===== config.mk =====
export PLATFORM = sky130hd
export DESIGN_NAME = spi_slave_frontend
export DESIGN_NICKNAME = d
export VERILOG_FILES = /design/src/rtl/spi_pkg.sv /design/src/rtl/spi_sclk_edge.sv /design/src/rtl/spi_slave_frontend.sv
export SDC_FILE = /design/constraint.sdc
export NUM_CORES = 1
export LEC_CHECK = 0
export CAP_MARGIN = 30
export CORE_MARGIN = 10
export CORE_UTILIZATION = 48
export DETAILED_ROUTE_END_ITERATION = 8
export PLACE_DENSITY = 0.75
export SYNTH_ARGS = -nofsm -noshare
export SYNTH_HDL_FRONTEND = slang
export SYNTH_HIERARCHICAL = 1
export SYNTH_SLANG_ARGS = --single-unit

===== constraint.sdc =====
create_clock -name clk -period 1.7 [get_ports clk]
set_input_delay 0.34 -clock clk [delete_from_list [all_inputs] [get_ports clk]]
set_output_delay 0.34 -clock clk [all_outputs]
set_load 0.1 [all_outputs]

===== src/rtl/spi_pkg.sv =====
// Shared definitions for the SPI slave front end.
//   state_e      : front-end FSM states
//   CMD_*        : 2-bit command codes carried in the top of each frame
//   DEF_*        : default frame/data/counter widths, shared with the master
package spi_pkg;

    localparam int unsigned DEF_FRAME_W = 10;
    localparam int unsigned DEF_DATA_W  = 8;
    localparam int unsigned DEF_CNT_W   = 4;

    localparam logic [1:0] CMD_WR_ADDR = 2'b00;
    localparam logic [1:0] CMD_WR_DATA = 2'b01;
    localparam logic [1:0] CMD_RD_ADDR = 2'b10;
    localparam logic [1:0] CMD_RD_DATA = 2'b11;

    typedef enum logic [2:0] {
        IDLE,
        RX,
        WAIT_TX,
        TX,
        DONE
    } state_e;

endpackage


===== src/rtl/spi_sclk_edge.sv =====
// Registers the clk-domain sclk level and flags its edges.
//   clk, rst_n : system clock, async active-low reset
//   sclk       : serial clock level from the master
//   rise, fall : one-clk flags, sclk rose / fell since the previous clk
module spi_sclk_edge (
    input  logic clk,
    input  logic rst_n,
    input  logic sclk,
    output logic rise,
    output logic fall
);

    logic sclk_q;

    always_ff @(posedge clk or negedge rst_n) begin
        if (!rst_n) begin
            sclk_q <= 1'b0;
        end else begin
            sclk_q <= sclk;
        end
    end

    assign rise = sclk & ~sclk_q;
    assign fall = ~sclk & sclk_q;

endmodule


===== src/rtl/spi_slave_frontend.sv =====
// SPI slave front end: deserialises {cmd, payload} frames from MOSI for the
// memory back-end and serialises read data from the back-end onto MISO.
//   clk, rst_n          : system clock, async active-low reset
//   sclk, ss_n, MOSI    : serial interface from the master (clk-domain levels)
//   MISO, valid_MISO    : reply bit and its qualifier
//   sready              : idle, ready for a new frame
//   rx_data, rx_valid   : received frame and its one-clk strobe
//   tx_data, tx_valid   : read data from the back-end
module spi_slave_frontend
    import spi_pkg::*;
#(
    parameter int unsigned FRAME_W = DEF_FRAME_W,
    parameter int unsigned DATA_W  = DEF_DATA_W,
    parameter int unsigned CNT_W   = DEF_CNT_W
) (
    input  logic               clk,
    input  logic               rst_n,
    input  logic               sclk,
    input  logic               ss_n,
    input  logic               MOSI,
    output logic               MISO,
    output logic               valid_MISO,
    output logic               sready,
    output logic [FRAME_W-1:0] rx_data,
    output logic               rx_valid,
    input  logic [DATA_W-1:0]  tx_data,
    input  logic               tx_valid
);

    localparam logic [CNT_W-1:0] CNT_FRAME_LAST = CNT_W'(FRAME_W - 1);
    localparam logic [CNT_W-1:0] CNT_DATA       = CNT_W'(DATA_W);

    state_e               state_q, state_d;
    logic [CNT_W-1:0]     cnt_q, cnt_d;
    // Holds only the first FRAME_W-1 bits; the last bit goes straight to rx_data.
    logic [FRAME_W-2:0]   shreg_q, shreg_d;
    logic [DATA_W-1:0]    tx_shreg_q, tx_shreg_d;
    logic                 miso_q, miso_d;
    logic [FRAME_W-1:0]   rx_data_q, rx_data_d;
    logic                 rx_valid_q, rx_valid_d;
    logic                 rd_addr_seen_q, rd_addr_seen_d;

    logic                 rise, fall;
    logic [FRAME_W-1:0]   frame_next;
    logic [1:0]           cmd;

    spi_sclk_edge u_sclk_edge (
        .clk   (clk),
        .rst_n (rst_n),
        .sclk  (sclk),
        .rise  (rise),
        .fall  (fall)
    );

    assign frame_next = {shreg_q, MOSI};
    assign cmd        = frame_next[FRAME_W-1 -: 2];

    always_comb begin
        state_d        = state_q;
        cnt_d          = cnt_q;
        shreg_d        = shreg_q;
        tx_shreg_d     = tx_shreg_q;
        miso_d         = miso_q;
        rx_data_d      = rx_data_q;
        rx_valid_d     = 1'b0;
        rd_addr_seen_d = rd_addr_seen_q;

        unique case (state_q)
            IDLE: begin
                if (!ss_n) begin
                    state_d = RX;
                    cnt_d   = '0;
                end
            end
            RX: begin
                // Abort takes priority over a coincident rise.
                if (ss_n) begin
                    state_d = IDLE;
                    cnt_d   = '0;
                end else if (rise) begin
                    shreg_d = frame_next[FRAME_W-2:0];
                    cnt_d   = cnt_q + 1'b1;
                    if (cnt_q == CNT_FRAME_LAST) begin
                        rx_data_d  = frame_next;
                        rx_valid_d = 1'b1;
                        unique case (cmd)
                            CMD_WR_ADDR, CMD_WR_DATA: state_d = DONE;
                            CMD_RD_ADDR: begin
                                state_d        = DONE;
                                rd_addr_seen_d = 1'b1;
                            end
                            CMD_RD_DATA: begin
                                // Forwarded even without a prior read address.
                                state_d        = WAIT_TX;
                                rd_addr_seen_d = 1'b0;
                            end
                        endcase
                    end
                end
            end
            WAIT_TX: begin
                if (ss_n) begin
                    state_d = IDLE;
                    cnt_d   = '0;
                end else if (tx_valid) begin
                    tx_shreg_d = tx_data;
                    cnt_d      = '0;
                    miso_d     = 1'b0;
                    state_d    = TX;
                end
            end
            TX: begin
                if (ss_n) begin
                    state_d = IDLE;
                    cnt_d   = '0;
                    miso_d  = 1'b0;
                end else if (fall) begin
                    if (cnt_q == CNT_DATA) begin
                        // Last bit has been held for a full sclk period.
                        state_d = DONE;
                        miso_d  = 1'b0;
                    end else begin
                        miso_d     = tx_shreg_q[DATA_W-1];
                        tx_shreg_d = {tx_shreg_q[DATA_W-2:0], 1'b0};
                        cnt_d      = cnt_q + 1'b1;
                    end
                end
            end
            DONE: begin
                if (ss_n) begin
                    state_d = IDLE;
                    cnt_d   = '0;
                end
            end
            default: begin
                state_d = IDLE;
                cnt_d   = '0;
            end
        endcase
    end

    always_ff @(posedge clk or negedge rst_n) begin
        if (!rst_n) begin
            state_q        <= IDLE;
            cnt_q          <= '0;
            shreg_q        <= '0;
            tx_shreg_q     <= '0;
            miso_q         <= 1'b0;
            rx_data_q      <= '0;
            rx_valid_q     <= 1'b0;
            rd_addr_seen_q <= 1'b0;
        end else begin
            state_q        <= state_d;
            cnt_q          <= cnt_d;
            shreg_q        <= shreg_d;
            tx_shreg_q     <= tx_shreg_d;
            miso_q         <= miso_d;
            rx_data_q      <= rx_data_d;
            rx_valid_q     <= rx_valid_d;
            rd_addr_seen_q <= rd_addr_seen_d;
        end
    end

    assign MISO       = miso_q;
    assign valid_MISO = (state_q == TX);
    assign sready     = (state_q == IDLE);
    assign rx_data    = rx_data_q;
    assign rx_valid   = rx_valid_q;

endmodule


After elaboration in Yosys (flattened, before gate mapping). Index checks and enable logic that the tools add are counted.

Memories kept: 0. Memory bits (read-only): 0. Bits in writable memories: 0. Bits in latches: 0. Register bits: 37.

Bitwise logic cells: 5. Add/subtract/negate cells: 1. Muxes and demuxes: 38. Div/mod/pow operators: 0. Magnitude comparators: 0. Reduce and logical (&&, ||, !) cells: 10. Multiply operators: 0. Shift-type cells: 0. Equality and inequality tests: 22.

Operators with widths (count): $mux W8 (5); $mux W4 (9); $mux W3 (10); $pmux W4 S5 (1); $pmux W8 S2 (1); $pmux W3 S5 (1); $ne A2 B2 Y1 const B (6); $ne A3 B3 Y1 const B (4); $reduce_and A6 Y1 (2); $mux W1 (9); $eq A4 B4 Y1 const B (2); $reduce_and A4 Y1 (2); $reduce_and A7 Y1 (1); $eq A3 B2 Y1 const B (2); $ne A3 B2 Y1 const B (2); $pmux W3 S2 (1); $add A4 B1 Y4 const B (1); $eq A2 B2 Y1 const B (2); $eq A3 B1 Y1 const B (1); $eq A3 B3 Y1 const B (1); $logic_not A3 Y1 (1); $not A1 Y1 (3); $reduce_and A3 Y1 (1); $reduce_or A3 Y1 (1); 6 further kinds (7).

Longest topological paths before layout.
Word-level depth: 7. Depth in mapped cells: 7. Depth with buffers taken out: 6.

Hierarchy. Netlist, hierarchy kept.

By module, submodules not included: spi_slave_frontend (cells each 144, area each 1786.7 sq um, seq. area each 900.9 sq um, instances 1); spi_sclk_edge (cells each 3, area each 40.0 sq um, seq. area each 25.0 sq um, instances 1).

Worst setup path before layout. No wires, ideal clock.

Kind: reg2out. Start point: register state_q[0]. End point: output port sready. Arrival: 2.642 ns. Setup slack: -1.282 ns. Cell stages (with the launch flop): 3. Path through: dfrtp_1 clkbuf_1 nor3_1.

Word-level cells in the longest chain between the ends: 1.

Ends and longest elaborated chain: start: declaration (RTL line spi_slave_frontend.sv:33) `state_e state_q, state_d;`; start signal: assignment (RTL line spi_slave_frontend.sv:153) `state_q <= state_d;`; $logic_not A3 Y1 (RTL line spi_slave_frontend.sv:166) `assign sready = (state_q == IDLE);`; end: declaration (RTL line spi_slave_frontend.sv:23) `output logic sready,`.

Every way passes these cells.

Final worst setup path.
Start point: input port ss_n. End point: register state_q[0].

Word-level cells in the longest chain between the ends: 2.

Ends and longest elaborated chain: start: declaration (RTL line spi_slave_frontend.sv:19) `input logic ss_n,`; $ne A3 B3 Y1 (no source line) (tied with other cells); $reduce_and A7 Y1 (no source line) / $pmux W3 S5 (equally long branches).

Parallel ways exist; a longest one is shown, timed or not. A chain may end at the register's enable or synchronous reset.

==> run_results.csv <==
group,metric,value,unit
final_layout,drive_above_1_share,43.4,%
final_layout,nFillCells,230,
setup_path,cp.required,1870,ps
placed_design,port_buffers,27,
hold_path,worstHoldPathCells,1,
cts,worst_skew_pair.late_latency,290,ps
floorplanning,fp-row-count,22,
yosys,synth-edff-count,0,
floorplanning,die_outline_width,81.7,um
yosys,asyncSetResetFlopFracSynth,100,%
cts,tritoncts,"yes",
run,maxCapViolCount,0,
sta,grt_setup_unrepaired,"yes",
final_layout,antenna-diode-count,0,
yosys,synth.yosys.warnings,6,
sta,setup_tns,0,ps
floorplanning,die_area,0.00667,mm^2
yosys,syn_avg_cell_area,12.4,um^2
sta,post-route-worst-setup-slack,16.4,ps
final_layout,register_area,930,um^2
routing,drc_violation_count_after_routing,0,
sta,post-route-period-util,99.0,%
hold_path,hold_path.startpoint,"sclk",
setup_path,worstSetupPathType,"primary input to flip-flop",
sta,slew_headroom,69.8,%
grt,largest_net_degree_at_the_start_of_global_routing,38,
routing,avgViaCountPerCell,5.34,
final_layout,num-nets-final,214,
yosys,syn-num-nets,164,
setup_path,regToRegStartpoint,"state_q[2]",
yosys,synth.yosys.seq_area_share,50.7,%
pwr,worst_ir_drop_vdd,0.000561,V
sta,hold_viol,0,
cts,clk_path_buf_depth,2,
setup_path,crit_path_max_fanout,5,
yosys,netlist_area,0.00183,mm^2
pwr,power.density_cell_area,1110,mW/mm^2
routing,wl_per_cell,16.5,um
sta,final_period_minus_worst_setup_slack,1680,ps
yosys,postSynthCellCount,147,
setup_path,slack_of_the_worst_reg_to_reg_path,40,ps
floorplanning,fp.dieH,81.7,um
placed_design,finalWeightedCongestion,0.814,
floorplanning,floorplan.initialDensity,49.9,%
status,outcome,"finished clean",
yosys,ys_ff_latch,37,
routing,wl,4060,um
setup_path,worst_r2r_path_depth,4,
sta,finalSetupViolCount,0,
setup_path,worstPathArrival,1860,ps
yosys,synthDistinctLibCells,39,
placed_design,dpl.hpwl,2830,um
setup_path,rr_endpoint,"state_q[0]",
grt,grt_first_pass_wirelength,6570,um
yosys,synth_ff_type,"sky130_fd_sc_hd__dfrtp_1",
sta,tightestPinTransition,452,ps
routing,post_drt_antenna_nets,0,
routing,num_vias,1314,
cts,clock-root-buffer,"sky130_fd_sc_hd__clkbuf_8",
placed_design,post-place-ws,-432,ps
grt,grt_antenna_before_repair,0,
setup_path,end_kind,"flip-flop",
grt,global_route.usage.total,12.6,%
grt,grt_overflow,0,
floorplanning,top_level_ports,28,
sta,timing.fmax,0.594,GHz
cts,htreeDepth,2,
sta,fin_skew,7.69,ps
cts,clock_pin_transition_on_the_worst_setup_and_hold_timing_paths,80,ps
sta,max_transition_viols_final,0,
floorplanning,coreArea,0.00366,mm^2
cts,cts_made_buffers,5,
hold_path,hold_path_end,"u_sclk_edge/sclk_q",
cts,cts_hold_buf,0,
routing,dr.pass1.iters,4,
pwr,p_leak,1.28,nW
final_layout,area_growth_syn_to_layout,43.1,%
setup_path,cp-start-kind,"primary input",
routing,detail_route.iter0.violations,100,
cts,clock_sink_count,37,
final_layout,multi_input_gate_area_in_the_final_layout,898,um^2
grt,grt_pass1_vias,1393,
hold_path,worst_hold_path_type,"primary input to flip-flop",
## worst max-delay path, cell delays in order
cell                            delay [ps]
sky130_fd_sc_hd__dlygate4sd2_1         310
sky130_fd_sc_hd__buf_4                 170
sky130_fd_sc_hd__nor3b_2               310
sky130_fd_sc_hd__a32oi_2               190
sky130_fd_sc_hd__nand3_1               180
sky130_fd_sc_hd__mux2_2                350
## power by group
group	switching [W]	internal [W]	total, W
registers	0.000109	0.000979	0.00109
logic	0.000508	0.000527	0.00104
clock network	0.000334	0.000439	0.000773
total	0.000951	0.00195	0.00290
## timing repair
action / 4_1_cts / 5_1_grt
setup buffers: 0 / 1
pin swaps: 3 / 4
resized for setup: 6 / 10
endpoints found under the setup margin: 18 / 14
## Yosys cell counts, types with 3 or more instances
library cell / count / area, um^2
sky130_fd_sc_hd__mux2i_1: 7 / 70.1
sky130_fd_sc_hd__inv_1: 7 / 26.3
sky130_fd_sc_hd__dfrtp_1: 37 / 926
sky130_fd_sc_hd__clkbuf_1: 3 / 11.3
sky130_fd_sc_hd__mux2_2: 15 / 169
sky130_fd_sc_hd__nor2_1: 4 / 15.0
sky130_fd_sc_hd__a31oi_1: 7 / 43.8
sky130_fd_sc_hd__mux2_4: 9 / 135
sky130_fd_sc_hd__a21oi_1: 7 / 35.0
sky130_fd_sc_hd__ha_1: 3 / 37.5
sky130_fd_sc_hd__nand2_1: 7 / 26.3
sky130_fd_sc_hd__nor2b_1: 3 / 18.8
sky130_fd_sc_hd__o21ai_0: 5 / 25.0
sky130_fd_sc_hd__and3_1: 4 / 25.0
## kinds of logic (layout without fill, tap and decap cells)
kind of cell / Yosys count / in the layout / share of synthesized area (%)
flip-flops: 37 / 37 / 50.7
AND/OR/NAND/NOR: 33 / 33 / 12.2
multiplexers: 31 / 31 / 20.5
AO/OA/AOI/OAI: 30 / 30 / 11.0
buffers and inverters: 13 / 64 / 3.56
adder cells (fa/ha/maj): 3 / 3 / 2.06
## registers in the layout, summed over array words and instances, names as in the netlist
| signal | count |
|---|---|
| MISO | 1 |
| tx_shreg_q | 8 |
| rx_valid | 1 |
| rx_data | 10 |
| cnt_q | 4 |
| shreg_q | 9 |
| state_q | 3 |
| u_sclk_edge/sclk_q | 1 |
## layer usage
| metal | GRT usage, % | vias up | share of wire, % |
|---|---|---|---|
| li1 | - | 634 | - |
| met1 | 15.7 | 634 | 47 |
| met2 | 18.3 | 40 | 44 |
| met3 | 6.55 | 6 | 7.8 |
| met4 | 4.08 | 0 | 1.0 |
| met5 | 0 | - | 0 |
## metrics by stage
| step | utilization, % | hold WS (ps) | cells | total power, W | instance area, um^2 |
|---|---|---|---|---|---|
| after floorplan | - | 44.4 | 147 | 0.00168 | 1860 |
| after global placement | 66.5 | 477 | 237 | 0.00202 | 2430 |
| after detailed placement | 66.5 | 499 | 237 | 0.00205 | 2430 |
| after CTS | 69.8 | 333 | 245 | 0.00283 | 2560 |
| after global routing | 71.4 | 339 | 246 | 0.00305 | 2610 |
| final | 71.4 | 338 | 246 | 0.00290 | 2610 |
## how the worst max path moves through the flow
stage / from / end / slack [ps] / cells past startpoint
after floorplan: ss_n / rx_data[0] / -50 / 6
final: ss_n / state_q[0] / 20 / 6
after detailed placement: sclk / state_q[0] / -430 / 6
after global routing: cnt_q[1] / state_q[2] / -50 / 6
after global placement: sclk / state_q[2] / -420 / 6
after CTS: state_q[2] / sready / 20 / 3
## layout make-up
class / count / share of cell area (%)
Tap cell: 48 / 2.30
Clock inverter: 3 / 1.77
Clock buffer: 5 / 2.63
Timing Repair Buffer: 49 / 22.2
Inverter: 7 / 1.15
Multi-Input combinational cell: 97 / 34.4
Sequential cell: 37 / 35.6
## cells in the final DEF (no fill, tap or decap), types with 3 or more instances in the layout
master	netlist	routed
sky130_fd_sc_hd__dfrtp_1	37	34
sky130_fd_sc_hd__buf_4	0	20
sky130_fd_sc_hd__mux2_2	15	15
sky130_fd_sc_hd__buf_12	0	14
sky130_fd_sc_hd__clkdlybuf4s50_1	0	11
sky130_fd_sc_hd__mux2_4	9	9
sky130_fd_sc_hd__mux2i_1	7	7
sky130_fd_sc_hd__a21oi_1	7	7
sky130_fd_sc_hd__a31oi_1	7	7
sky130_fd_sc_hd__inv_1	7	6
sky130_fd_sc_hd__nand2_1	7	5
sky130_fd_sc_hd__o21ai_0	5	5
sky130_fd_sc_hd__clkbuf_8	0	5
sky130_fd_sc_hd__nor2_1	4	4
sky130_fd_sc_hd__and3_1	4	4
sky130_fd_sc_hd__ha_1	3	3
sky130_fd_sc_hd__dfrtp_2	0	3
(Power assumes the default switching activity.)
